[config.mk]
export PLATFORM = sky130hd
export DESIGN_NAME = oled_spi_capture
export DESIGN_NICKNAME = d
export VERILOG_FILES = /design/src/rtl/oled_cap_pkg.sv /design/src/rtl/oled_spi_rx_shift.sv /design/src/rtl/oled_spi_capture.sv
export SDC_FILE = /design/constraint.sdc
export NUM_CORES = 2
export LEC_CHECK = 0
export BUFFER_PORTS_ARGS = -buffer_cell sky130_fd_sc_hd__buf_2
export CORE_UTILIZATION = 45
export CTS_BUF_LIST = sky130_fd_sc_hd__clkbuf_8
export DETAILED_ROUTE_END_ITERATION = 12
export MAX_ROUTING_LAYER = met4
export PLACE_DENSITY = 0.69
export SLEW_MARGIN = 20
export SYNTH_ARGS = -nofsm -noshare
export SYNTH_HDL_FRONTEND = slang
export SYNTH_SLANG_ARGS = --single-unit
[constraint.sdc]
create_clock -name CLK -period 12.4 [get_ports CLK]
set_clock_uncertainty 0.1 [all_clocks]
set_input_delay 1.86 -clock CLK [delete_from_list [all_inputs] [get_ports CLK]]
set_output_delay 1.86 -clock CLK [all_outputs]
set_load 0.02 [all_outputs]
[src/rtl/oled_cap_pkg.sv]
// Shared definitions for the OLED SPI capture block: SSD1306 opcodes,
// addressing-mode and parser-state types, and the skip-one opcode test.
package oled_cap_pkg;

   localparam logic [7:0] OP_ADDR_MODE = 8'h20;
   localparam logic [7:0] OP_COL_ADDR  = 8'h21;
   localparam logic [7:0] OP_PAGE_ADDR = 8'h22;
   localparam logic [7:0] OP_DISP_OFF  = 8'hAE;
   localparam logic [7:0] OP_DISP_ON   = 8'hAF;
   localparam logic [7:0] OP_PAGE_BASE = 8'hB0;
   localparam logic [7:0] OP_REMAP_OFF = 8'hA0;
   localparam logic [7:0] OP_REMAP_ON  = 8'hA1;

   typedef enum logic {
      MODE_HORIZ,
      MODE_PAGE
   } mode_e;

   typedef enum logic [1:0] {
      IDLE,
      ARG1,
      ARG2,
      SKIP1
   } parse_state_e;

   // Opcodes that carry one argument byte the capture model does not use.
   function automatic logic is_skip1(input logic [7:0] op);
      case (op)
         8'h81, 8'h8D, 8'hA8, 8'hD3, 8'hD5, 8'hD9, 8'hDA, 8'hDB: is_skip1 = 1'b1;
         default:                                                  is_skip1 = 1'b0;
      endcase
   endfunction

endpackage

[src/rtl/oled_spi_rx_shift.sv]
// SPI receive front end: synchronizes CS/SCLK/SDIN/DC into the CLK domain,
// detects SCLK rising edges while selected and assembles MSB-first bytes.
// Handshake: valid_o is a single-cycle strobe with no back-pressure; byte_o
// and dc_o hold the most recent byte until the next strobe.
module oled_spi_rx_shift #(
   parameter int SYNC_STAGES = 2
) (
   input  logic       clk_i,
   input  logic       rst_i,
   input  logic       cs_i,
   input  logic       sclk_i,
   input  logic       sdin_i,
   input  logic       dc_i,
   output logic [7:0] byte_o,
   output logic       dc_o,
   output logic       valid_o
);

   logic [SYNC_STAGES-1:0] cs_sync_q, sclk_sync_q, sdin_sync_q, dc_sync_q;
   logic       cs_s, sclk_s, sdin_s, dc_s;
   logic       sclk_prev_q, cs_prev_q;
   logic       sclk_edge;
   logic [6:0] shreg_q, shreg_d;
   logic [2:0] bitcnt_q, bitcnt_d;
   logic [7:0] byte_q, byte_d;
   logic       dc_q, dc_d;
   logic       valid_q, valid_d;

   assign cs_s   = cs_sync_q[SYNC_STAGES-1];
   assign sclk_s = sclk_sync_q[SYNC_STAGES-1];
   assign sdin_s = sdin_sync_q[SYNC_STAGES-1];
   assign dc_s   = dc_sync_q[SYNC_STAGES-1];

   // A rising edge still counts when CS deasserts in the same cycle, so a
   // byte whose last edge coincides with CS release still completes.
   assign sclk_edge = sclk_s & ~sclk_prev_q & (~cs_s | ~cs_prev_q);

   // Synchronizer chains plus one-cycle history of synced CS and SCLK.
   always_ff @(posedge clk_i) begin
      if (rst_i) begin
         cs_sync_q   <= '1;
         sclk_sync_q <= '1;
         sdin_sync_q <= '0;
         dc_sync_q   <= '0;
         sclk_prev_q <= 1'b1;
         cs_prev_q   <= 1'b1;
      end else begin
         cs_sync_q   <= {cs_sync_q[SYNC_STAGES-2:0], cs_i};
         sclk_sync_q <= {sclk_sync_q[SYNC_STAGES-2:0], sclk_i};
         sdin_sync_q <= {sdin_sync_q[SYNC_STAGES-2:0], sdin_i};
         dc_sync_q   <= {dc_sync_q[SYNC_STAGES-2:0], dc_i};
         sclk_prev_q <= sclk_s;
         cs_prev_q   <= cs_s;
      end
   end

   // Shift/count logic: the 8th edge latches the byte and DC; CS high drops any partial byte.
   always_comb begin
      shreg_d  = shreg_q;
      bitcnt_d = bitcnt_q;
      byte_d   = byte_q;
      dc_d     = dc_q;
      valid_d  = 1'b0;
      if (sclk_edge) begin
         shreg_d = {shreg_q[5:0], sdin_s};
         if (bitcnt_q == 3'd7) begin
            byte_d   = {shreg_q, sdin_s};
            dc_d     = dc_s;
            valid_d  = 1'b1;
            bitcnt_d = 3'd0;
         end else begin
            bitcnt_d = bitcnt_q + 3'd1;
         end
      end
      if (cs_s) begin
         bitcnt_d = 3'd0;
      end
   end

   // Byte assembly state registers.
   always_ff @(posedge clk_i) begin
      if (rst_i) begin
         shreg_q  <= '0;
         bitcnt_q <= '0;
         byte_q   <= '0;
         dc_q     <= 1'b0;
         valid_q  <= 1'b0;
      end else begin
         shreg_q  <= shreg_d;
         bitcnt_q <= bitcnt_d;
         byte_q   <= byte_d;
         dc_q     <= dc_d;
         valid_q  <= valid_d;
      end
   end

   assign byte_o  = byte_q;
   assign dc_o    = dc_q;
   assign valid_o = valid_q;

endmodule

[src/rtl/oled_spi_capture.sv]
// Display-side model of the OLED SPI link: decodes the SSD1306 command
// subset and stores data bytes into a PAGES x COLS framebuffer with a
// synchronous read-first read port. Optional column remap (0xA0/0xA1) is
// built when OLED_CAP_SEGREMAP_EN is defined.
module oled_spi_capture
   import oled_cap_pkg::*;
#(
   parameter int COLS        = 128,
   parameter int PAGES       = 4,
   parameter int SYNC_STAGES = 2,
   localparam int AW = $clog2(PAGES * COLS),
   localparam int CW = $clog2(COLS),
   localparam int PW = $clog2(PAGES)
) (
   input  logic          CLK,
   input  logic          RST,
   input  logic          CS,
   input  logic          SCLK,
   input  logic          SDIN,
   input  logic          DC,
   input  logic [AW-1:0] rd_addr,
   output logic [7:0]    rd_data,
   output logic          byte_valid,
   output logic [7:0]    byte_data,
   output logic          byte_is_data,
   output logic          disp_on,
   output logic          frame_done,
   output logic [1:0]    dbg_state_o
);

   logic [7:0] rx_byte;
   logic       rx_dc, rx_valid;

   oled_spi_rx_shift #(.SYNC_STAGES(SYNC_STAGES)) u_rx (
      .clk_i   (CLK),
      .rst_i   (RST),
      .cs_i    (CS),
      .sclk_i  (SCLK),
      .sdin_i  (SDIN),
      .dc_i    (DC),
      .byte_o  (rx_byte),
      .dc_o    (rx_dc),
      .valid_o (rx_valid)
   );

   parse_state_e  state_q, state_d;
   mode_e         mode_q, mode_d;
   logic [7:0]    opc_q, opc_d;
   logic [CW-1:0] col_q, col_d, col_start_q, col_start_d, col_end_q, col_end_d;
   logic [PW-1:0] page_q, page_d, page_start_q, page_start_d, page_end_q, page_end_d;
   logic          disp_on_q, disp_on_d;
   logic          frame_done_q, frame_done_d;
   logic          remap_q, remap_d;
   logic          fb_we;
   logic [CW-1:0] col_eff;
   logic [AW-1:0] wr_addr;
   logic [7:0]    rd_data_q;
   logic [7:0]    fb_q [PAGES*COLS];

`ifdef OLED_CAP_SEGREMAP_EN
   // Segment remap flag, only present when the remap option is built.
   always_ff @(posedge CLK) begin
      if (RST) remap_q <= 1'b0;
      else     remap_q <= remap_d;
   end
`else
   assign remap_q = 1'b0;
`endif

   // Remap mirrors the column (COLS-1-col) on writes only.
   assign col_eff = remap_q ? ~col_q : col_q;
   assign wr_addr = {page_q, col_eff};

   // Parser next-state, address counters and data-write decode.
   always_comb begin
      state_d      = state_q;
      mode_d       = mode_q;
      opc_d        = opc_q;
      col_d        = col_q;
      col_start_d  = col_start_q;
      col_end_d    = col_end_q;
      page_d       = page_q;
      page_start_d = page_start_q;
      page_end_d   = page_end_q;
      disp_on_d    = disp_on_q;
      frame_done_d = 1'b0;
      remap_d      = remap_q;
      fb_we        = 1'b0;
      if (rx_valid) begin
         if (rx_dc) begin
            // Data aborts any pending argument and is written at the current address.
            state_d = IDLE;
            fb_we   = 1'b1;
            if (mode_q == MODE_HORIZ && col_q == col_end_q) begin
               col_d = col_start_q;
               if (page_q == page_end_q) begin
                  page_d       = page_start_q;
                  frame_done_d = 1'b1;
               end else begin
                  page_d = page_q + PW'(1);
               end
            end else begin
               col_d = col_q + CW'(1);
            end
         end else begin
            case (state_q)
               IDLE: begin
                  if (rx_byte == OP_COL_ADDR || rx_byte == OP_PAGE_ADDR || rx_byte == OP_ADDR_MODE) begin
                     opc_d   = rx_byte;
                     state_d = ARG1;
                  end else if (is_skip1(rx_byte)) begin
                     state_d = SKIP1;
                  end else if (rx_byte[7:3] == OP_PAGE_BASE[7:3]) begin
                     if (mode_q == MODE_PAGE) page_d = rx_byte[PW-1:0];
                  end else if (rx_byte[7:4] == 4'h0) begin
                     col_d = (col_q & ~CW'(8'h0F)) | CW'(rx_byte[3:0]);
                  end else if (rx_byte[7:4] == 4'h1) begin
                     col_d = (col_q & ~CW'(8'h70)) | CW'({1'b0, rx_byte[2:0], 4'h0});
                  end else if (rx_byte == OP_DISP_ON) begin
                     disp_on_d = 1'b1;
                  end else if (rx_byte == OP_DISP_OFF) begin
                     disp_on_d = 1'b0;
`ifdef OLED_CAP_SEGREMAP_EN
                  end else if (rx_byte == OP_REMAP_ON) begin
                     remap_d = 1'b1;
                  end else if (rx_byte == OP_REMAP_OFF) begin
                     remap_d = 1'b0;
`endif
                  end
               end
               ARG1: begin
                  state_d = IDLE;
                  if (opc_q == OP_COL_ADDR) begin
                     col_start_d = rx_byte[CW-1:0];
                     state_d     = ARG2;
                  end else if (opc_q == OP_PAGE_ADDR) begin
                     page_start_d = rx_byte[PW-1:0];
                     state_d      = ARG2;
                  end else begin
                     mode_d = (rx_byte[1:0] == 2'd0) ? MODE_HORIZ : MODE_PAGE;
                  end
               end
               ARG2: begin
                  state_d = IDLE;
                  if (opc_q == OP_COL_ADDR) begin
                     col_end_d = rx_byte[CW-1:0];
                     col_d     = col_start_q;
                  end else begin
                     page_end_d = rx_byte[PW-1:0];
                     page_d     = page_start_q;
                  end
               end
               default: state_d = IDLE;
            endcase
         end
      end
   end

   // Parser and address-counter registers.
   always_ff @(posedge CLK) begin
      if (RST) begin
         state_q      <= IDLE;
         mode_q       <= MODE_PAGE;
         opc_q        <= '0;
         col_q        <= '0;
         col_start_q  <= '0;
         col_end_q    <= CW'(COLS - 1);
         page_q       <= '0;
         page_start_q <= '0;
         page_end_q   <= PW'(PAGES - 1);
         disp_on_q    <= 1'b0;
         frame_done_q <= 1'b0;
      end else begin
         state_q      <= state_d;
         mode_q       <= mode_d;
         opc_q        <= opc_d;
         col_q        <= col_d;
         col_start_q  <= col_start_d;
         col_end_q    <= col_end_d;
         page_q       <= page_d;
         page_start_q <= page_start_d;
         page_end_q   <= page_end_d;
         disp_on_q    <= disp_on_d;
         frame_done_q <= frame_done_d;
      end
   end

   // Framebuffer write port; contents survive reset.
   always_ff @(posedge CLK) begin
      if (fb_we) fb_q[wr_addr] <= rx_byte;
   end

   // Registered read port; a same-cycle write to the address returns old data.
   always_ff @(posedge CLK) begin
      if (RST) rd_data_q <= '0;
      else     rd_data_q <= fb_q[rd_addr];
   end

   assign rd_data      = rd_data_q;
   assign byte_valid   = rx_valid;
   assign byte_data    = rx_byte;
   assign byte_is_data = rx_dc;
   assign disp_on      = disp_on_q;
   assign frame_done   = frame_done_q;
   assign dbg_state_o  = state_q;

endmodule

==> results.py <==
metrics = {
    "hold_path": {
        "worstHoldStart": "u_rx.cs_sync_q[0]$_SDFF_PP1_",
        "worst_hold_path_type": "reg2reg",
    },
    "clock_tree": {
        "cts_max_path_buffers": 4,
        "insertion_delay_ns": 1.24,
        "cts.repair.resized": 0,
        "cts-htree-levels": 6,
        "clkTransAtPathRegs_ns": 0.07,
        "tritoncts_clock_tree": "built",
        "cts.sink_count": 4174,
        "cts-buffers-inserted": 645,
        "clock_tree.root_cell": "sky130_fd_sc_hd__clkbuf_8",
        "postCtsSetupBuffers": 0,
        "ctsHoldBuffers": 0,
    },
    "floorplan": {
        "ioPinCount": 37,
        "core_region_area_mm2": 0.357,
        "number_of_rows_created_at_floorplan": 219,
        "die_x_um": 602,
        "die_area_mm2": 0.363,
        "floorplan.initialDensity": 0.454,
        "die_y_um": 602,
    },
    "setup_path": {
        "timing.critical_path.from": "rd_addr[1]",
        "cp.buffers_inverters": 3,
        "worstSetupPathType": "in2reg",
        "critical-path-top-delay-family": "simple AND/OR/NAND/NOR gates",
        "rr_startpoint": "u_rx.dc_o$_SDFFE_PP0P_",
        "crit_fanout": 79,
        "path_cells": "buf_8, buf_4, buf_4, and3b_1, a221oi_1, a21oi_1, nor4_1, o31ai_1, nand4_1, nor4_1, or3_1",
        "critical_path_arrival_ns": 7.79,
        "critical-path-max-stage-delay_ns": 0.89,
        "endpoint_kind": "flip-flop",
        "critical_path.slowest_cell": "sky130_fd_sc_hd__and3b_1",
        "cp.required_ns": 13.49,
        "critPathLaunchType": "input port",
    },
    "detailed_routing": {
        "starting_drc_count_in_detailed_routing": 11400,
        "finalWirelength_mm": 421,
        "avgRoutedWirePerCell_um": 31.0,
        "detailroute.via_count": 83300,
        "antenna_violating_nets_post_route": 0,
        "via_per_inst": 6.13,
        "drt-pass1-iter-count": 8,
        "drc": 0,
    },
    "sta": {
        "drv_slew": 0,
        "grt_setup_unrepaired": "false",
        "timing.final.ws_setup_ns": 5.71,
        "worst_pin_slew_ns": 1.22,
        "finalHoldViolCount": 0,
        "final_min_period_over_clock_period": 0.540,
        "fin_crit_ns": 6.69,
        "final.hold.worst_slack_ns": 0.307,
        "timing.max_slew.rel_slack": 0.164,
        "achievable-frequency_mhz": 149,
        "final-setup-viol-count": 0,
        "final.setup.tns_ns": 0,
    },
    "synthesis": {
        "number_of_warnings_issued_by_yosys": 0,
        "asyncSetResetFlopFracSynth": 0,
        "post_synth_num_cell_types": 69,
        "seq_area_frac_synth": 0.769,
        "synth_ff_type": "sky130_fd_sc_hd__edfxtp_1",
        "synth-edff-count": 4096,
        "synth_area_leader_cell": "sky130_fd_sc_hd__edfxtp_1",
        "syn_area_mm2": 0.162,
        "syn_area_per_cell_um2": 20.4,
        "synthDominantCellAreaShare": 0.759,
        "synth_nets": 7978,
        "postSynthRegisterBits": 4174,
        "post_synth_main_area_contributors": "sky130_fd_sc_hd__edfxtp_1 (76%), sky130_fd_sc_hd__mux4_2 (12%), sky130_fd_sc_hd__mux2i_1 (2.6%)",
        "syn_inst": 7953,
    },
    "layout": {
        "design_area_mm2": 0.179,
        "number_of_fillers_in_the_final_layout": 27800,
        "area_growth_from_synthesis_to_final_layout_pct": 10.6,
        "design.final.nets": 8309,
        "fin_cells": 13600,
        "drive_above_1_share": 0.218,
        "utilization": 0.502,
    },
    "power_and_ir_drop": {
        "power.static_leakage_nw": 57.2,
        "power_per_cell_area_mw_per_mm2": 150,
        "report.power.total_mw": 26.9,
        "vdd_ir_drop_max_mv": 0.0966,
    },
    "placed_design": {
        "placed_cells": 12400,
        "dp_hpwl_mm": 250,
        "port_buffers": 36,
        "place_area_mm2": 0.167,
        "gp_routability_congestion": 0.906,
        "preCtsSetupSlack_ns": 4.73,
    },
    "global_route": {
        "maximum_number_of_pins_on_one_net_before_global_route_repair": 212,
        "grt_pass1_vias": 83300,
        "grt_pass1_wl_mm": 601,
        "overall_fraction_of_global_route_tracks_in_use": 0.236,
        "grt_antenna_before_repair": 28,
        "grt_overflow": 0,
    },
    "outcome": {
        "result_of_the_run": "finished clean",
    },
    "job": {
        "timing.max_cap.violations": 0,
    },
}
==> sequential cells by signal, indices dropped and copies added, names as in the netlist, 2 cells and up <==
| name | count |
|---|---|
| fb_q | 4096 |
| opc_q | 8 |
| rd_data | 8 |
| u_rx.byte_o | 8 |
| col_eff | 7 |
| col_end_q | 7 |
| col_start_q | 7 |
| u_rx.shreg_q | 7 |
| u_rx.bitcnt_q | 3 |
| dbg_state_o | 2 |
| page_end_q | 2 |
| page_q | 2 |
| page_start_q | 2 |
| u_rx.cs_sync_q | 2 |
| u_rx.dc_sync_q | 2 |
| u_rx.sclk_sync_q | 2 |
| u_rx.sdin_sync_q | 2 |
==> cell families after synthesis <==
kind of cell | count (synthesis) | synth area share
buf+inv | 529 | 0.0160
fa+ha+maj | 10 | 0.000772
mux | 1323 | 0.151
xor+xnor | 15 | 0.000811
simple gates | 1108 | 0.0291
compound gates | 794 | 0.0340
flops | 4174 | 0.769
==> routing by layer <==
layer | GRT usage | routed length [um] | vias up
met5 | - | 0 | -
met4 | 0.0913 | 17500 | 0
met3 | 0.0526 | 46700 | 892
met2 | 0.356 | 198000 | 5095
met1 | 0.313 | 158000 | 43500
li1 | - | - | 33700
==> layout by cell type (no fill, tap or decap), types with 21 or more instances in the layout <==
master,instances
sky130_fd_sc_hd__nand2_1,230
sky130_fd_sc_hd__dfxtp_1,70
sky130_fd_sc_hd__a221oi_1,48
sky130_fd_sc_hd__edfxtp_1,4096
sky130_fd_sc_hd__nor2_1,619
sky130_fd_sc_hd__o22ai_1,62
sky130_fd_sc_hd__mux4_2,877
sky130_fd_sc_hd__inv_1,236
sky130_fd_sc_hd__nor4_1,35
sky130_fd_sc_hd__clkinv_1,172
sky130_fd_sc_hd__mux2i_1,420
sky130_fd_sc_hd__nor2b_1,21
sky130_fd_sc_hd__clkbuf_8,651
sky130_fd_sc_hd__a21oi_1,195
sky130_fd_sc_hd__a2111oi_0,21
sky130_fd_sc_hd__buf_4,143
sky130_fd_sc_hd__o221ai_1,122
sky130_fd_sc_hd__o21ai_0,79
sky130_fd_sc_hd__clkinv_2,51
sky130_fd_sc_hd__or3_1,28
sky130_fd_sc_hd__a22oi_1,165
sky130_fd_sc_hd__buf_2,31
sky130_fd_sc_hd__nand3_1,52
sky130_fd_sc_hd__diode_2,26
==> area by class of cell <==
type	instances	area (um2)	share of cell area
clock inverters	513	2720	0.0152
repair buffers	197	1680	0.00937
flip-flops and latches	4174	125000	0.695
multi-input cells	3250	35200	0.196
inverters	16	66.3	0.000370
diodes	26	65.1	0.000363
well taps	4751	5940	0.0332
clock buffers	651	8960	0.0500
==> synthesized netlist by cell type (28+ instances only) <==
library cell / count
sky130_fd_sc_hd__o21ai_0: 79
sky130_fd_sc_hd__buf_2: 81
sky130_fd_sc_hd__edfxtp_1: 4096
sky130_fd_sc_hd__clkbuf_1: 296
sky130_fd_sc_hd__a221oi_1: 48
sky130_fd_sc_hd__nand3_1: 68
sky130_fd_sc_hd__a21oi_1: 195
sky130_fd_sc_hd__buf_1: 32
sky130_fd_sc_hd__mux4_2: 877
sky130_fd_sc_hd__o221ai_1: 122
sky130_fd_sc_hd__nor2_1: 626
sky130_fd_sc_hd__mux2i_1: 420
sky130_fd_sc_hd__a22oi_1: 165
sky130_fd_sc_hd__nor4_1: 35
sky130_fd_sc_hd__or3_1: 28
sky130_fd_sc_hd__o22ai_1: 62
sky130_fd_sc_hd__buf_4: 71
sky130_fd_sc_hd__dfxtp_1: 78
sky130_fd_sc_hd__nand2_1: 230
==> report_power, final <==
part	internal, mW	total (mW)	leakage [nW]	switching, mW
registers	15.3	15.3	38.6	0.0153
logic	0.410	1.03	11.9	0.621
clock network	5.19	10.6	6.77	5.42
==> worst register-to-register path: cells and delay by family (launching register included) <==
kind	cells	cell delay (ns)
simple gates	3	2.67
buf+inv	1	0.60
flops	1	0.95
==> worst paths after layout <==
kind,to,slack [ns],cells past startpoint
max,rd_data[4]$_SDFF_PP0_,5.71,11
min reg2reg,u_rx.cs_sync_q[1]$_SDFF_PP1_,0.31,1
max reg2reg,fb_q[362][0]$_DFFE_PP_,7.68,4
min,u_rx.cs_sync_q[1]$_SDFF_PP1_,0.31,1
No activity file was read; power rests on OpenSTA's default activity.
